**src/rtl/noc_pkg.sv**
```systemverilog
// Shared NoC definitions: destination address layout and the ingress drain states.
package noc_pkg;

    localparam int DEST_W       = 6;
    localparam int GROUP_ID_LSB = 3;
    localparam int GROUP_ID_W   = 3;

    typedef enum logic [1:0] {
        IDLE         = 2'd0,
        ISSUE        = 2'd1,
        WAIT_ACCEPT  = 2'd2,
        WAIT_RELEASE = 2'd3
    } drain_state_t;

    // Upper address bits select the router group a destination belongs to.
    function automatic logic [GROUP_ID_W-1:0] dest_group(input logic [DEST_W-1:0] dest);
        return dest[GROUP_ID_LSB +: GROUP_ID_W];
    endfunction

endpackage

```
**src/rtl/noc_sync_fifo.sv**
```systemverilog
// Single-clock circular FIFO; pointers carry an extra wrap bit to tell full from empty.
module noc_sync_fifo #(
    parameter int WIDTH = 22,
    parameter int DEPTH = 8
) (
    input  logic                     clk,
    input  logic                     reset,
    input  logic                     push,
    input  logic [WIDTH-1:0]         wr_data,
    input  logic                     pop,
    output logic [WIDTH-1:0]         rd_data,
    output logic                     full,
    output logic                     empty,
    output logic [$clog2(DEPTH):0]   count
);

    localparam int AW = $clog2(DEPTH);

    logic [AW:0]      wptr;
    logic [AW:0]      rptr;
    logic [AW:0]      cnt;
    logic [WIDTH-1:0] mem [DEPTH];
    logic             do_push;
    logic             do_pop;

    assign full    = (wptr[AW] != rptr[AW]) && (wptr[AW-1:0] == rptr[AW-1:0]);
    assign empty   = (wptr == rptr);
    assign count   = cnt;
    assign rd_data = mem[rptr[AW-1:0]];

    assign do_push = push && !full;
    assign do_pop  = pop && !empty;

    // Storage is deliberately left out of reset; stale contents are unreachable once pointers clear.
    always_ff @(posedge clk) begin
        if (do_push) begin
            mem[wptr[AW-1:0]] <= wr_data;
        end
    end

    always_ff @(posedge clk or posedge reset) begin
        if (reset) begin
            wptr <= '0;
            rptr <= '0;
            cnt  <= '0;
        end else begin
            if (do_push) begin
                wptr <= wptr + 1'b1;
            end
            if (do_pop) begin
                rptr <= rptr + 1'b1;
            end
            case ({do_push, do_pop})
                2'b10:   cnt <= cnt + 1'b1;
                2'b01:   cnt <= cnt - 1'b1;
                default: cnt <= cnt;
            endcase
        end
    end

endmodule

```
**src/rtl/leaf_gpu_ingress_queue.sv**
```systemverilog
// GPU ingress queue for the leaf router: buffers flits and issues them one at a time,
// treating crossbar_busy as the accept and reissuing the head after a timeout.
module leaf_gpu_ingress_queue
    import noc_pkg::*;
#(
    parameter int DWIDTH     = 16,
    parameter int FIFO_DEPTH = 8,
    parameter int TIMEOUT    = 15
) (
    input  logic                          clk,
    input  logic                          reset,
    input  logic [DWIDTH-1:0]             gpu_in_data,
    input  logic                          gpu_in_valid,
    input  logic [DEST_W-1:0]             gpu_in_dest,
    output logic                          gpu_in_ready,
    input  logic                          arb_enable,
    input  logic                          crossbar_busy,
    output logic [DWIDTH-1:0]             rtr_data,
    output logic                          rtr_valid,
    output logic [DEST_W-1:0]             rtr_dest_addr,
    output logic                          fifo_full,
    output logic                          fifo_empty,
    output logic [$clog2(FIFO_DEPTH):0]   fifo_count,
    output logic [7:0]                    retry_count
);

    localparam int EW  = DEST_W + DWIDTH;
    localparam int WCW = $clog2(TIMEOUT + 1);

    drain_state_t   state;
    logic [WCW-1:0] wait_cnt;
    logic [WCW-1:0] wait_next;
    logic [EW-1:0]  head;
    logic [EW-1:0]  tail;
    logic           push;
    logic           pop;

    assign tail         = {gpu_in_dest, gpu_in_data};
    assign gpu_in_ready = !fifo_full;
    assign push         = gpu_in_valid && gpu_in_ready;
    // The head stays queued until the router shows it has taken the flit.
    assign pop          = (state == WAIT_ACCEPT) && crossbar_busy;
    assign wait_next    = wait_cnt + 1'b1;

    noc_sync_fifo #(
        .WIDTH (EW),
        .DEPTH (FIFO_DEPTH)
    ) u_fifo (
        .clk     (clk),
        .reset   (reset),
        .push    (push),
        .wr_data (tail),
        .pop     (pop),
        .rd_data (head),
        .full    (fifo_full),
        .empty   (fifo_empty),
        .count   (fifo_count)
    );

    always_ff @(posedge clk or posedge reset) begin
        if (reset) begin
            state         <= IDLE;
            wait_cnt      <= '0;
            rtr_valid     <= 1'b0;
            rtr_data      <= '0;
            rtr_dest_addr <= '0;
            retry_count   <= '0;
        end else begin
            rtr_valid <= 1'b0;
            case (state)
                IDLE: begin
                    if (!fifo_empty && arb_enable) begin
                        state         <= ISSUE;
                        rtr_valid     <= 1'b1;
                        rtr_data      <= head[DWIDTH-1:0];
                        rtr_dest_addr <= head[EW-1:DWIDTH];
                    end
                end
                ISSUE: begin
                    wait_cnt <= '0;
                    state    <= WAIT_ACCEPT;
                end
                WAIT_ACCEPT: begin
                    // An accept seen on the timeout cycle still counts; no retry then.
                    if (crossbar_busy) begin
                        state <= WAIT_RELEASE;
                    end else begin
                        wait_cnt <= wait_next;
                        if (wait_next == WCW'(TIMEOUT)) begin
                            state <= IDLE;
                            if (retry_count != 8'hFF) begin
                                retry_count <= retry_count + 1'b1;
                            end
                        end
                    end
                end
                WAIT_RELEASE: begin
                    if (!crossbar_busy) begin
                        state <= IDLE;
                    end
                end
                default: state <= IDLE;
            endcase
        end
    end

endmodule

```
**config.mk**
```make
export PLATFORM = sky130hd
export DESIGN_NAME = leaf_gpu_ingress_queue
export DESIGN_NICKNAME = d
export VERILOG_FILES = /design/src/rtl/noc_pkg.sv /design/src/rtl/noc_sync_fifo.sv /design/src/rtl/leaf_gpu_ingress_queue.sv
export SDC_FILE = /design/constraint.sdc
export NUM_CORES = 1
export LEC_CHECK = 0
export BUFFER_PORTS_ARGS = -buffer_cell sky130_fd_sc_hd__buf_4
export CAP_MARGIN = 20
export CORE_ASPECT_RATIO = 0.8
export CORE_MARGIN = 3
export CORE_UTILIZATION = 60
export CTS_CLUSTER_DIAMETER = 60
export CTS_CLUSTER_SIZE = 14
export DETAILED_ROUTE_END_ITERATION = 8
export PLACE_DENSITY = 0.77
export SLEW_MARGIN = 5
export SYNTH_ARGS = -nofsm -noshare
export SYNTH_HDL_FRONTEND = slang
export SYNTH_HIERARCHICAL = 1
export SYNTH_SLANG_ARGS = --single-unit
```
**constraint.sdc**
```tcl
create_clock -name clk -period 4.95 [get_ports clk]
set_input_delay 0.495 -clock clk [delete_from_list [all_inputs] [get_ports clk]]
set_output_delay 0.495 -clock clk [all_outputs]
set_load 0.01 [all_outputs]
```
After elaboration in Yosys (flattened, before gate mapping)
Memory sizes are Yosys's and may differ from the RTL's. A register that Yosys moved wholly into a read port is not among the register bits.
Index checks and enable logic that the tools add are counted.
{"block": "totals", "mem_bits_rw": 176, "latch_bits": 0, "mem_bits_ro": 0, "wordCells": 56, "reg_bits": 27, "in_bits": 27, "memories": 1, "output_inout_bits": 38}
{"name": "u_fifo.mem", "words": 8, "word_bits": 22, "rd": 1, "rd_clocked_by_memory_dff": 1, "write_ports": 1, "line": "noc_sync_fifo.sv:22", "source": "logic [WIDTH-1:0] mem [DEPTH];"}
{"block": "op_classes", "muxes": 12, "magnitude_cmp": 0, "bitwise_logic": 1, "n_reduce_logical": 15, "mul": 0, "div": 0, "addsub": 6, "shifts": 0, "eq_ne": 14}
{"operator": "$add 4x1->4 const B", "count": 4}
{"operator": "$pmux 4 s2", "count": 2}
{"operator": "$add 8x1->8 const B", "count": 1}
{"operator": "$mux 2", "count": 4}
{"operator": "$ne 8x8->1 const B", "count": 1}
{"operator": "$pmux 2 s4", "count": 1}
{"operator": "$eq 2x2->1 const B", "count": 3}
{"operator": "$logic_and 1x1->1", "count": 6}
{"operator": "$ne 2x2->1 const B", "count": 3}
{"operator": "$eq 2x1->1 const B", "count": 2}
{"operator": "$eq 4x4->1", "count": 1}
{"operator": "$eq 4x4->1 const B", "count": 1}
{"operator": "$mux 1", "count": 4}
{"operator": "$mux 4", "count": 1}
{"operator": "$reduce_and 2->1", "count": 2}
{"operator": "$reduce_and 4->1", "count": 1}
{"operator": "$reduce_bool 2->1", "count": 2}
{"operator": "$sub 4x1->4 const B", "count": 1}
{"operator": "$eq 3x3->1", "count": 1}
{"operator": "$ne 3x2->1 const B", "count": 1}
{"operator": "$reduce_and 3->1", "count": 1}
{"operator": "$logic_not 1->1", "count": 2}
{"operator": "$logic_not 2->1", "count": 1}
{"operator": "$ne 1x1->1", "count": 1}
{"operator": "$not 1->1", "count": 1}

Depth between registers and ports, before layout
{"block": "depth", "word_depth": 7, "mapped_depth": 12, "mapped_depth_nobuf": 11}

By module
The synthesis kept the hierarchy.
{"module": "noc_sync_fifo", "cells_per_inst": 339, "area_per_inst_um2": 7507.2, "seq_area_each_um2": 5585.4, "instances": 1}
{"module": "leaf_gpu_ingress_queue", "cells_per_inst": 124, "area_per_inst_um2": 1642.8, "seq_area_each_um2": 925.9, "instances": 1}

Least setup slack after synthesis
Ideal clock, no wire load.
{"block": "synth_path", "kind": "register -> register", "from": "register u_fifo.wptr[0]", "to": "memory u_fifo.mem[4][0] (enable)", "period_less_slack_ns": 3.880, "path_buffers": 1, "t_required_ns": 4.493, "setup_time_ns": 0.457, "path_stages_with_launch": 8, "arrival_ns": 3.423, "setup_slack_ns": 1.070, "cell_sequence": "dfrtp_1 > buf_2 > xnor2_1 > nand4_1 > inv_1 > nor2b_1 > nand2_1 > nor4_1"}
{"block": "synth_via", "elab_chain_len": 7}
{"item": "start, declared", "line": "noc_sync_fifo.sv:19", "source": "logic [AW:0] wptr;"}
{"item": "start signal, assigned", "line": "noc_sync_fifo.sv:48", "source": "wptr <= wptr + 1'b1;"}
{"item": "$eq 3x3->1", "line": "noc_sync_fifo.sv:26", "source": "assign full = (wptr[AW] != rptr[AW]) && (wptr[AW-1:0] == rptr[AW-1:0]);"}
{"item": "$logic_and 1x1->1", "line": "noc_sync_fifo.sv:26"}
{"item": "via fifo_full", "line": "leaf_gpu_ingress_queue.sv:21", "source": "output logic fifo_full,"}
{"item": "$logic_not 1->1", "line": "leaf_gpu_ingress_queue.sv:39", "source": "assign gpu_in_ready = !fifo_full;"}
{"item": "$logic_and 1x1->1", "line": "leaf_gpu_ingress_queue.sv:40", "source": "assign push = gpu_in_valid && gpu_in_ready;"}
{"item": "via push", "line": "leaf_gpu_ingress_queue.sv:35", "source": "logic push;"}
{"item": "$logic_and 1x1->1", "line": "noc_sync_fifo.sv:31", "source": "assign do_push = push && !full;"}
{"item": "$mux 1", "line": "noc_sync_fifo.sv:36", "source": "if (do_push) begin"}
{"item": "$mux 1 (not written as such)", "line": "noc_sync_fifo.sv:37", "source": "mem[wptr[AW-1:0]] <= wr_data;"}
{"item": "end, declared", "line": "noc_sync_fifo.sv:22"}
The timed path passes the listed nets, and every way through them passes these cells.

Worst setup path in the final report
{"block": "layout_path", "from": "register u_fifo.wptr[0]", "to": "register u_fifo.cnt[3], in the netlist u_fifo/count[3]"}
{"block": "layout_via", "elab_chain_len": 7, "word_cells_on_any_way": 12, "cone_classes": "4 x eq/ne; 1 x mux; 7 x reduce/logical"}
{"item": "$eq 3x3->1 *", "line": "noc_sync_fifo.sv:26"}
{"item": "$logic_and 1x1->1 *", "line": "noc_sync_fifo.sv:26"}
{"item": "$logic_not 1->1 *", "line": "leaf_gpu_ingress_queue.sv:39"}
{"item": "$logic_and 1x1->1 *", "line": "leaf_gpu_ingress_queue.sv:40"}
{"item": "via push", "line": "leaf_gpu_ingress_queue.sv:35"}
{"item": "$logic_and 1x1->1 *", "line": "noc_sync_fifo.sv:31"}
{"item": "$eq 2x1->1 or $eq 2x2->1 (tied branches)", "line": "noc_sync_fifo.sv:53", "source": "case ({do_push, do_pop})"}
{"item": "$pmux 4 s2 or $reduce_bool 2->1 (tied branches)"}
{"item": "end signal, assigned", "line": "noc_sync_fifo.sv:54", "source": "2'b10: cnt <= cnt + 1'b1;"}
{"item": "end signal, assigned", "line": "noc_sync_fifo.sv:55", "source": "2'b01: cnt <= cnt - 1'b1;"}
{"item": "end signal, assigned", "line": "noc_sync_fifo.sv:56", "source": "default: cnt <= cnt;"}
{"item": "end, declared", "line": "noc_sync_fifo.sv:21", "source": "logic [AW:0] cnt;"}
Mark *: on every way through the listed nets, which the timed path passes. The rest lies on a longest branch.
A chain may end at the register's enable or synchronous reset.

==> flow_summary.toml <==
[clock_network]
cts_setup_buffers = 0
ctsHoldBuffers = 0
htreeDepth = 1
tritoncts_num_sinks = 225
cts_max_path_buffers = 3
cts_root_buf = "clkbuf_16"
tritoncts.num_buffers = 20
cts-resized-gates = 0
worstSkewPairLatency_ns = 0.50
clock_tree_from_tritoncts = "done"
cts.clk_slew.worst_paths_ns = 0.07

[sta]
final_min_period_over_clock_period_pct = 63.4
timing.setup.tns_ns = 0
setup_viol_count_final = 0
period_minus_slack_ns = 3.14
timing_worst_slew_pin_value_ns = 0.848
timing.final.max_slew_violations = 0
hold_viol = 0
worst_slew_margin_rel_pct = 43.5
max_clock_freq_mhz = 319
grt_setup_unrepaired = "false"
finClkSkew_ns = 0.0198
hold-worst-slack_ns = 0.0181

[power]
leakagePower_nw = 3.84
power_frac_comb_pct = 31.7
powerDensity_nw_per_um2 = 570
power_frac_seq_pct = 44.7
cellInternalPower_w = 0.00418
power_frac_clock_pct = 23.7
power.share.switching_pct = 29.9
total_switching_power_w = 0.00178
vdd_ir_drop_max_mv = 0.400

[setup_path]
worst_path_max_delay_cell = "dfrtp_1"
path_delay_family = "simple AND/OR/NAND/NOR gates"
crit_buf_inv = 1
crit_path_max_incr_delay_ns = 0.51
endpoint_kind = "register"
crit_path_frequent_cell = "ha_1"
timing.critical_path.required_ns = 5.32
critical_path_arrival_ns = 3.50
critPathLaunchType = "register"
timing_worst_setup_path_type = "reg -> reg"
path_max_fanout = 9
cp_cell_sequence = "xnor2_1 > nand4_1 > inv_1 > nor2b_1 > nand2_1 > ha_1 > ha_1 > a21o_1 > a2111oi_0 > nand4b_1 > nand3_1"

[grt]
largest_net_degree_at_the_start_of_global_routing = 48
grt_antenna_before_repair = 0
grt_util_all_layers_pct = 21.2
grt_first_pass_wirelength_microns = 26500
grt_pass1_vias = 4648
gr-total-overflow = 0

[final_layout]
ff_latch_area_sq_um = 6510
net_count_final = 581
ratio_of_cells_with_drive_above_1_in_the_final_layout_pct = 31.8
fillers = 879
n_antenna_cell = 0
multi_input_area_sq_um = 2490
flow.area_growth_from_synthesis_pct = 14.4

[route]
antenna_violating_nets_post_route = 0
drt_drc_violations_left = 0
avgRoutedWirePerCell_microns = 23.0
drt_iter0_drc = 395
routed-via-count = 4567
overall_routed_net_length_microns = 17100
detail_route.first_pass.iterations = 4
routed_via_density = 6.15

[run_status]
status = "finished, final reports clean"

[logic_synthesis]
yosys_warn_count = 6
syn_area_sq_um = 9150
synth.lib_cells_used.distinct = 47
synth_sequential_area_ratio_pct = 71.2
netlist_top_cells_area = "edfxtp_1 58%, dfrtp_1 13%, mux4_1 8.9%"
synth_top_area_cell = "edfxtp_1"
synthesis.nets = 499
proportion_of_netlist_area_held_by_the_largest_area_contributor_pct = 57.8
synth_seq_cells = 225
postSynthCellCount = 463
average_footprint_of_a_synthesized_cell_sq_um = 19.8

[die]
fp-row-count = 39
die_w_microns = 144
floorplan.die_area_sq_um = 16800
fp.coreArea_sq_um = 14600
fp.dieH_microns = 116
floorplan.initialDensity_pct = 62.7
number_of_i_o_pins = 65

[placed_design]
place.port_buffers = 64
routabilityCongestion = 0.813
detailed_place_hpwl_microns = 10100

[worst_hold_path]
hold_class = "in -> async"

[run]
drv_cap = 0
-- Yosys cell counts (all sizes together) --
library cell,n
a2111oi,1
nor3,4
nor2b,3
a32o,2
nor2,13
clkbuf,3
o21ba,1
nand3,6
nand3b,1
and2b,1
fa,1
nor4b,1
o211ai,1
nand2b,3
nor3b,1
or4,1
nand2,18
or3,1
o31ai,1
a21oi,4
edfxtp,176
o311ai,2
xnor2,13
ha,8
nor4,2
o21ai,3
nand4b,1
mux2i,1
o2111ai,1
inv,11
buf,17
nand4,6
and3,3
a22o,2
mux4,44
dfrtp,49
a211oi,1
a21o,5
mux2,47
xor2,4
-- sequential cells by signal, indices dropped and copies added, names as in the netlist --
register and count:
retry_count 8, rtr_data 16, state 2, rtr_dest_addr 6
u_fifo/mem 176, wait_cnt 4, u_fifo/count 4, u_fifo/rptr 4
u_fifo/wptr 4, rtr_valid 1
-- cell type report --
cell class	instances	area share, %
tap	184	2.20
clock inverter	2	0.311
clock buffer	34	5.28
timing repair buffer	80	5.74
inverter	11	0.395
multi-input combinational	207	23.8
sequential	225	62.2
-- cells by family after synthesis --
group | synth area share (%)
xor gates and xnor gates | 1.63
adders and majority gates | 1.31
AOI/OAI and AO/OA | 2.19
buffers and inverters | 1.91
and+or+nand+nor | 3.80
DFF | 71.2
muxes | 18.0
-- metrics by stage --
stage	util [%]	cells	power, W	setup slack, ns	instance area [sq um]
CTS	71.7	743	0.00602	1.83	10500
global placement	67.7	707	0.00453	2.14	9880
detailed placement	67.7	707	0.00460	1.84	9880
finish	71.7	743	0.00596	1.81	10500
floorplan	-	463	0.00400	1.07	9150
global route	71.7	743	0.00628	1.62	10500
-- power groups by stage --
stage / Sequential [W] / Combinational [W] / Clock (W)
final: 0.00266 / 0.00189 / 0.00141
after detailed placement: 0.00270 / 0.00190 / 0
after CTS: 0.00266 / 0.00192 / 0.00144
after floorplan: 0.00268 / 0.00132 / 0
after global placement: 0.00267 / 0.00186 / 0
after global routing: 0.00270 / 0.00205 / 0.00152
-- placed cells by master (no fill, tap or decap), drive strengths merged, types with 8 or more instances in the layout --
cell,Yosys,layout
xnor2,13,13
mux2,47,47
clkbuf,3,34
buf,17,80
edfxtp,176,176
ha,8,8
nor2,13,13
dfrtp,49,49
mux4,44,44
nand2,18,18
inv,11,10
-- worst paths after layout --
path	cells past startpoint	startpoint	slack, ns	end
max in group asynchronous	3	reset	4.20	wait_cnt[1]
worst max-delay path	11	u_fifo/wptr[0]	1.81	u_fifo/count[3]
worst max register to register	11	u_fifo/wptr[0]	1.81	u_fifo/count[3]
min in group clk	1	gpu_in_dest[4]	0.22	u_fifo/mem[1][20]
worst min-delay path	2	reset	0.02	u_fifo/rptr[3]
worst min register to register	1	rtr_data[1]	0.49	rtr_data[1]
-- per-layer routing --
layer	GRT usage [%]	vias up	wire length [microns]
met5	0	-	0
met4	5.02	0	318
met3	3.93	31	1160
met2	34.8	177	8350
met1	30.4	2332	7250
li1	-	2027	-
-- worst register-to-register path, cell delays in order, from the launching register on --
cell and delay (ns):
dfrtp_1 0.51, xnor2_1 0.20, nand4_1 0.19, inv_1 0.18
nor2b_1 0.32, nand2_1 0.18, ha_1 0.29, ha_1 0.29
a21o_1 0.21, a2111oi_0 0.41, nand4b_1 0.16, nand3_1 0.08
Note: power is estimated with default switching activity, not from simulation.
